File: config.mk
export PLATFORM = sky130hd
export DESIGN_NAME = ltc2668_channel_sequencer
export DESIGN_NICKNAME = d
export VERILOG_FILES = /design/src/rtl/ltc2668_pkg.sv /design/src/rtl/ltc2668_dirty_picker.sv /design/src/rtl/ltc2668_channel_sequencer.sv
export SDC_FILE = /design/constraint.sdc
export NUM_CORES = 1
export LEC_CHECK = 0
export CAP_MARGIN = 20
export CORE_ASPECT_RATIO = 0.75
export CORE_MARGIN = 8
export CORE_UTILIZATION = 30
export CTS_CLUSTER_DIAMETER = 80
export DETAILED_ROUTE_END_ITERATION = 7
export GPL_ROUTABILITY_DRIVEN = 1
export HOLD_SLACK_MARGIN = 0.15
export PLACE_DENSITY = 0.49
export SYNTH_ARGS = -nofsm -noshare
export SYNTH_HDL_FRONTEND = slang
export SYNTH_SLANG_ARGS = --single-unit
File: constraint.sdc
create_clock -name i_FPGA_clk -period 17.2 [get_ports i_FPGA_clk]
set_clock_uncertainty 0.15 [all_clocks]
set_input_delay 3.44 -clock i_FPGA_clk [delete_from_list [all_inputs] [get_ports i_FPGA_clk]]
set_output_delay 3.44 -clock i_FPGA_clk [all_outputs]
set_load 0.005 [all_outputs]
File: src/rtl/ltc2668_pkg.sv
// Shared types for the LTC2668 channel sequencer: DAC commands, the 32-bit frame
// layout, FSM states and the channel-index wrap helper.
package ltc2668_pkg;

    localparam int FRAME_BYTES = 4;
    localparam int ADDR_W      = 4;
    localparam int DATA_W      = 16;

    typedef enum logic [3:0] {
        WR_N       = 4'h0,
        WR_UPD_ALL = 4'h2,
        WR_UPD_N   = 4'h3
    } ltc_cmd_e;

    typedef struct packed {
        logic [7:0]        pad;
        ltc_cmd_e          cmd;
        logic [ADDR_W-1:0] addr;
        logic [DATA_W-1:0] data;
    } ltc_frame_t;

    typedef enum logic [2:0] {
        ST_IDLE,
        ST_LOAD,
        ST_SEND,
        ST_WAIT,
        ST_DONE
    } seq_state_e;

    // Channel after ch, wrapping at n_ch (n_ch need not be a power of two).
    function automatic logic [ADDR_W-1:0] next_ch(input logic [ADDR_W-1:0] ch, input int n_ch);
        logic [ADDR_W:0] nxt;
        nxt = {1'b0, ch} + {{ADDR_W{1'b0}}, 1'b1};
        if (int'(nxt) >= n_ch) nxt = '0;
        return nxt[ADDR_W-1:0];
    endfunction

endpackage

File: src/rtl/ltc2668_dirty_picker.sv
// Rotating-priority encoder: first dirty channel at or after ptr, wrapping at N_CH.
module ltc2668_dirty_picker
    import ltc2668_pkg::*;
#(
    parameter int N_CH = 16
) (
    input  logic [N_CH-1:0]   dirty,
    input  logic [ADDR_W-1:0] ptr,
    output logic              found,
    output logic [ADDR_W-1:0] idx,
    output logic              only_one
);

    logic [2*N_CH-1:0] doubled;
    logic [N_CH-1:0]   rotated;
    logic [ADDR_W-1:0] offset;
    logic [ADDR_W:0]   sum;

    // rotated[i] holds the dirty bit of channel (ptr + i) mod N_CH.
    assign doubled = {dirty, dirty} >> ptr;
    assign rotated = doubled[N_CH-1:0];

    always_comb begin
        offset = '0;
        for (int i = N_CH - 1; i >= 0; i--) begin
            if (rotated[i]) offset = ADDR_W'(i);
        end
    end

    always_comb begin
        sum = {1'b0, ptr} + {1'b0, offset};
        if (int'(sum) >= N_CH) sum = sum - (ADDR_W + 1)'(N_CH);
    end

    assign found    = |dirty;
    assign idx      = sum[ADDR_W-1:0];
    assign only_one = found && ((dirty & (dirty - N_CH'(1))) == '0);

endmodule

File: src/rtl/ltc2668_channel_sequencer.sv
// LTC2668 command sequencer: per-channel shadow codes, round-robin frame issue to a
// byte-wide SPI master. Define LTC2668_ECHO_CHECK_EN to check the SDO echo of each frame.
module ltc2668_channel_sequencer
    import ltc2668_pkg::*;
#(
    parameter int N_CH   = 16,
    parameter int CODE_W = 16
) (
    input  logic              i_FPGA_clk,
    input  logic              i_FPGA_rst,
    input  logic              i_ch_valid,
    input  logic [3:0]        i_ch_addr,
    input  logic [CODE_W-1:0] i_ch_code,
    output logic              o_ch_ready,
    output logic              o_addr_err,
    input  logic              i_batch,
    output logic [7:0]        o_MOSI,
    output logic              o_MOSIdv,
    output logic [4:0]        o_MOSI_count,
    input  logic              i_MOSI_ready,
    input  logic [7:0]        i_MISO,
    input  logic              i_MISOdv,
    output logic              o_busy,
    output logic [15:0]       o_frames,
    output logic              o_echo_err,
    input  logic              i_echo_clr,
    output seq_state_e        o_dbg_state
);

    // Handshakes: a write transfers on any cycle with i_ch_valid && o_ch_ready (ready only
    // drops in reset); o_MOSIdv is a one-cycle strobe issued only while i_MOSI_ready is high.
    seq_state_e        state, next_state;
    logic [DATA_W-1:0] shadow [N_CH];
    logic [N_CH-1:0]   dirty;
    logic [ADDR_W-1:0] rr_ptr;
    ltc_frame_t        frame_q;
    logic [1:0]        byte_cnt;
    logic              ready_q;

    logic              wr_acc, wr_ok, is_last, byte_go, frame_end;
    logic [DATA_W-1:0] code_lj, pick_data;
    logic              pick_found, pick_only;
    logic [ADDR_W-1:0] pick_idx;

    assign o_ch_ready   = ready_q;
    assign wr_acc       = i_ch_valid & ready_q;
    assign wr_ok        = wr_acc & (int'(i_ch_addr) < N_CH);
    assign code_lj      = DATA_W'(i_ch_code) << (DATA_W - CODE_W);
    assign is_last      = pick_only & ~wr_acc;
    assign o_MOSI_count = 5'(FRAME_BYTES);
    assign o_dbg_state  = state;

    ltc2668_dirty_picker #(.N_CH(N_CH)) u_picker (
        .dirty    (dirty),
        .ptr      (rr_ptr),
        .found    (pick_found),
        .idx      (pick_idx),
        .only_one (pick_only)
    );

    always_comb begin
        pick_data = '0;
        for (int i = 0; i < N_CH; i++) begin
            if (pick_idx == ADDR_W'(i)) pick_data = shadow[i];
        end
    end

    always_ff @(posedge i_FPGA_clk or posedge i_FPGA_rst) begin
        if (i_FPGA_rst) begin
            ready_q    <= 1'b0;
            o_addr_err <= 1'b0;
            dirty      <= '0;
            for (int i = 0; i < N_CH; i++) shadow[i] <= '0;
        end else begin
            ready_q    <= 1'b1;
            o_addr_err <= wr_acc & ~wr_ok;
            for (int i = 0; i < N_CH; i++) begin
                // A write to the channel being loaded keeps it dirty so it is resent.
                if (wr_ok && i_ch_addr == ADDR_W'(i)) begin
                    shadow[i] <= code_lj;
                    dirty[i]  <= 1'b1;
                end else if (state == ST_LOAD && pick_found && pick_idx == ADDR_W'(i)) begin
                    dirty[i]  <= 1'b0;
                end
            end
        end
    end

    always_ff @(posedge i_FPGA_clk or posedge i_FPGA_rst) begin
        if (i_FPGA_rst) state <= ST_IDLE;
        else            state <= next_state;
    end

    always_ff @(posedge i_FPGA_clk or posedge i_FPGA_rst) begin
        if (i_FPGA_rst) begin
            frame_q  <= '0;
            byte_cnt <= '0;
            rr_ptr   <= '0;
            o_frames <= '0;
        end else begin
            if (state == ST_LOAD) begin
                frame_q.pad  <= 8'h00;
                frame_q.cmd  <= !i_batch ? WR_UPD_N : (is_last ? WR_UPD_ALL : WR_N);
                frame_q.addr <= pick_idx;
                frame_q.data <= pick_data;
                byte_cnt     <= '0;
                rr_ptr       <= next_ch(pick_idx, N_CH);
            end
            if (byte_go)   byte_cnt <= byte_cnt + 2'd1;
            if (frame_end) o_frames <= o_frames + 16'd1;
        end
    end

    always_comb begin
        next_state = state;
        case (state)
            ST_IDLE: if (|dirty || wr_ok) next_state = ST_LOAD;
            ST_LOAD: next_state = ST_SEND;
            ST_SEND: if (i_MOSI_ready) next_state = (byte_cnt == 2'd3) ? ST_DONE : ST_WAIT;
            ST_WAIT: next_state = ST_SEND;
            ST_DONE: if (i_MOSI_ready) next_state = ST_IDLE;
            default: next_state = ST_IDLE;
        endcase
    end

    always_comb begin
        o_MOSIdv  = 1'b0;
        o_MOSI    = 8'h00;
        byte_go   = 1'b0;
        frame_end = 1'b0;
        o_busy    = (state != ST_IDLE);
        case (state)
            ST_SEND: begin
                if (i_MOSI_ready) begin
                    o_MOSIdv = 1'b1;
                    byte_go  = 1'b1;
                    case (byte_cnt)
                        2'd0:    o_MOSI = frame_q.pad;
                        2'd1:    o_MOSI = {frame_q.cmd, frame_q.addr};
                        2'd2:    o_MOSI = frame_q.data[15:8];
                        default: o_MOSI = frame_q.data[7:0];
                    endcase
                end
            end
            ST_DONE: frame_end = i_MOSI_ready;
            default: ;
        endcase
    end

`ifdef LTC2668_ECHO_CHECK_EN
    logic [31:0] miso_sr, miso_word, prev_tx;
    logic        prev_valid, echo_err_q;

    // The last echo byte may arrive in the same cycle the frame closes.
    assign miso_word  = i_MISOdv ? {miso_sr[23:0], i_MISO} : miso_sr;
    assign o_echo_err = echo_err_q;

    always_ff @(posedge i_FPGA_clk or posedge i_FPGA_rst) begin
        if (i_FPGA_rst) begin
            miso_sr    <= '0;
            prev_tx    <= '0;
            prev_valid <= 1'b0;
            echo_err_q <= 1'b0;
        end else begin
            if (i_MISOdv) miso_sr <= {miso_sr[23:0], i_MISO};
            if (frame_end) begin
                prev_tx    <= frame_q;
                prev_valid <= 1'b1;
            end
            if (frame_end && prev_valid && miso_word != prev_tx) echo_err_q <= 1'b1;
            else if (i_echo_clr)                                 echo_err_q <= 1'b0;
        end
    end
`else
    logic unused_echo;
    assign unused_echo = &{1'b0, i_MISO, i_MISOdv, i_echo_clr};
    assign o_echo_err  = 1'b0;
`endif

endmodule

==> flow_summary.yaml <==
hold_path:
  hold_class: "reg -> reg"
  hold_start: "frame_q[1]"
  hold_end: "frame_q[1]"
  whs_path_depth: 2
placed_design:
  postPlaceCellArea_sq_mm: 0.0169
  dp_hpwl_um: 31000
  port_buffers: 54
  place_congestion: 0.814
drt:
  routed_wl_um: 48400
  vias: 11400
  via_per_inst: 5.37
  initialDrtViolationCount: 998
  drtPass1Iterations: 5
  drt.antenna.violating_nets: 0
  route.detailed.drc: 0
  wl_per_cell_um: 22.8
floorplan:
  io_pins: 72
  core_area_sq_mm: 0.0514
  std_cell_rows: 72
  die-area_sq_mm: 0.0596
  die_h_um: 213
  die_w_um: 279
  start_util_pct: 30.3
synth:
  synth_edf_count: 0
  yosysSeqAreaShare_pct: 51.3
  postSynthAreaPerCell_sq_um: 11.5
  async_flop_share_pct: 100
  synthFlopType: "dfrtp_1"
  synthCells: 1357
  ys_seq_elements: 320
  syn_area_sq_mm: 0.0156
  yosys_warnings: 0
  synthDistinctLibCells: 67
sta:
  holdWs_ns: 0.324
  slew_viol_final: 0
  hold_viol_final: 0
  min_period_over_period_pct: 50.4
  rsz0062_at_grt: "no"
  finalSetupViolCount: 0
  finalSetupTns_ns: 0
  max_freq_mhz: 115
  slew_headroom_pct: 33.5
  worstMarginPinSlew_ns: 0.997
  min_period_ns: 8.67
power:
  p_int_mw: 2.13
  sw_frac_of_total_pct: 46.3
  p_comb_share_pct: 52.6
  pwr-share-clk_pct: 20.7
  power_density_mw_per_mm2: 217
  p_seq_share_pct: 26.7
  p_total_mw: 3.96
  p_switching_mw: 1.83
  irDropWorstVdd_uv: 110
  p_leak_nw: 7.66
clocking:
  numCtsBuffers: 36
  clock-sinks: 320
  clk_pin_slew_worst_paths_ns: 0.06
  hold_buffers: 0
  cts_resized: 0
  cts_tree: "yes"
  postCtsSetupBuffers: 0
  clk_latency_ns: 0.54
  cts_root_buf: "clkbuf_16"
  htree_levels: 2
  max-clock-path-buffers: 3
setup_path:
  critPathLaunch: "i_MOSI_ready"
  ff2ff_path_depth: 22
  r2r_end: "frame_q[14]"
  r2r-start: "rr_ptr[1]"
  cp-end-kind: "output port"
  criticalPathCategory: "in -> out"
  cp_max_fo: 13
  worstPathRequired_ns: 13.61
  startpoint_type: "primary input"
  ff2ff_setup_slack_ns: 9.95
  cp.arrival_ns: 5.08
final_layout:
  nets: 1439
  area.growth.synth_to_final_pct: 17.0
  drive_gt1_share_pct: 27.3
  final_cell_mix: "dfrtp_1 (320), mux2_2 (261), o21ai_0 (99)"
  final_common_cell: "dfrtp_1"
  fillers: 5140
  fin_util_pct: 35.5
  final_area_sq_mm: 0.0182
  n_antenna_cell: 0
grt:
  grt_max_degree: 107
  gr-usage-met1_pct: 24.0
  grt_antenna_before_repair: 1
  grt_pass1_wl_um: 74500
  grt-busiest-layer: "met2"
  gr-usage-all-layers_pct: 16.3
  grt_pass1_vias: 11500
  grt_overflow: 0
  grtUsageMet2_pct: 24.3
  gr-usage-met3_pct: 3.44
run:
  drv_cap: 0
run_status:
  status: "finished clean"
-- worst max-delay path by stage --
stage             endpoint  slack, ns  cells past startpoint
5_1_grt          o_MOSI[3]       8.29                      4
4_1_cts          o_MOSI[3]       8.52                      4
3_3_place_gp     o_MOSI[3]       8.58                      4
3_5_place_dp     o_MOSI[3]       8.52                      4
6_report         o_MOSI[3]       8.53                      4
2_1_floorplan  byte_cnt[0]       4.75                      1
-- power groups by stage --
stage	logic, mW	registers, mW	clock network, mW
after floorplan	1.30	1.00	0
after CTS	2.06	1.06	0.839
after detailed placement	2.05	1.07	0
after global placement	2.05	1.07	0
final	2.08	1.06	0.819
after global routing	2.27	1.08	0.874
-- cells in the mapped netlist, types with 4 or more instances --
cell type / instances / area, sq um
buf_1: 4 / 15.0
a31oi_1: 7 / 43.8
a221o_1: 4 / 40.0
nand2b_1: 12 / 75.1
o2111ai_1: 5 / 43.8
a22oi_1: 17 / 128
clkbuf_1: 89 / 334
nor4_1: 4 / 25.0
a221oi_1: 51 / 447
inv_1: 15 / 56.3
xor2_1: 4 / 35.0
buf_4: 8 / 60.1
o32ai_1: 4 / 35.0
or3_1: 5 / 31.3
nand3_1: 29 / 145
nand4_1: 5 / 31.3
o31ai_1: 7 / 52.6
mux2_2: 261 / 2940
and2_1: 9 / 56.3
a211oi_1: 6 / 45.0
mux4_2: 14 / 315
mux2i_1: 8 / 80.1
o211ai_1: 18 / 135
o21ai_0: 99 / 495
xnor2_1: 16 / 140
nor2b_1: 7 / 43.8
nor2_1: 92 / 345
a222oi_1: 8 / 80.1
o22ai_1: 7 / 43.8
nor3_1: 22 / 110
dfrtp_1: 320 / 8010
a21oi_1: 47 / 235
nand2_1: 88 / 330
ha_1: 11 / 138
-- cells by family (layout without fill, tap and decap cells) --
family | after synthesis | in the layout | share of synthesized area [%]
flops | 320 | 320 | 51.3
compound gates | 306 | 306 | 13.1
simple gates | 290 | 290 | 8.52
mux | 283 | 283 | 21.4
buf+inv | 121 | 177 | 3.22
xor+xnor | 21 | 21 | 1.23
fa+ha+maj | 14 | 14 | 1.14
other cells | 2 | 8 | 0.0482
-- cell type report --
cell class                      count  area, sq um  area share [%]
Clock buffer                       53         1020            5.62
Clock inverter                     12          219            1.20
Inverter                           15         63.8           0.350
Multi-Input combinational cell    922         7150            39.2
Sequential cell                   320         8010            43.9
Tap cell                          703          880            4.82
Timing Repair Buffer               97          903            4.95
-- per-stage QoR --
step                setup slack (ns)  std cells
global route                    8.29       2122
detailed placement              8.52       2055
finish                          8.53       2122
CTS                             8.52       2120
global placement                8.58       2055
floorplan                       4.75       1363
-- flip-flops by register name, summed over array words and instances (netlist names) --
name	count
dirty	16
byte_cnt	2
o_dbg_state	3
o_ch_ready	1
o_frames	16
frame_q	22
rr_ptr	4
shadow	256
-- worst max-delay path, stage by stage --
cell and delay (ns):
clkdlybuf4s50_1 0.52, nand3_1 0.34, nor2_1 0.24, clkdlybuf4s50_1 0.53
-- layer usage --
| metal | part of all wire, % | vias up | wire [um] |
|---|---|---|---|
| li1 | - | 5070 | - |
| met5 | 0 | - | 0 |
| met3 | 6.3 | 68 | 3070 |
| met4 | 2.0 | 0 | 958 |
| met2 | 43 | 333 | 20900 |
| met1 | 49 | 5928 | 23500 |
Note: power is estimated with default switching activity, not from simulation.
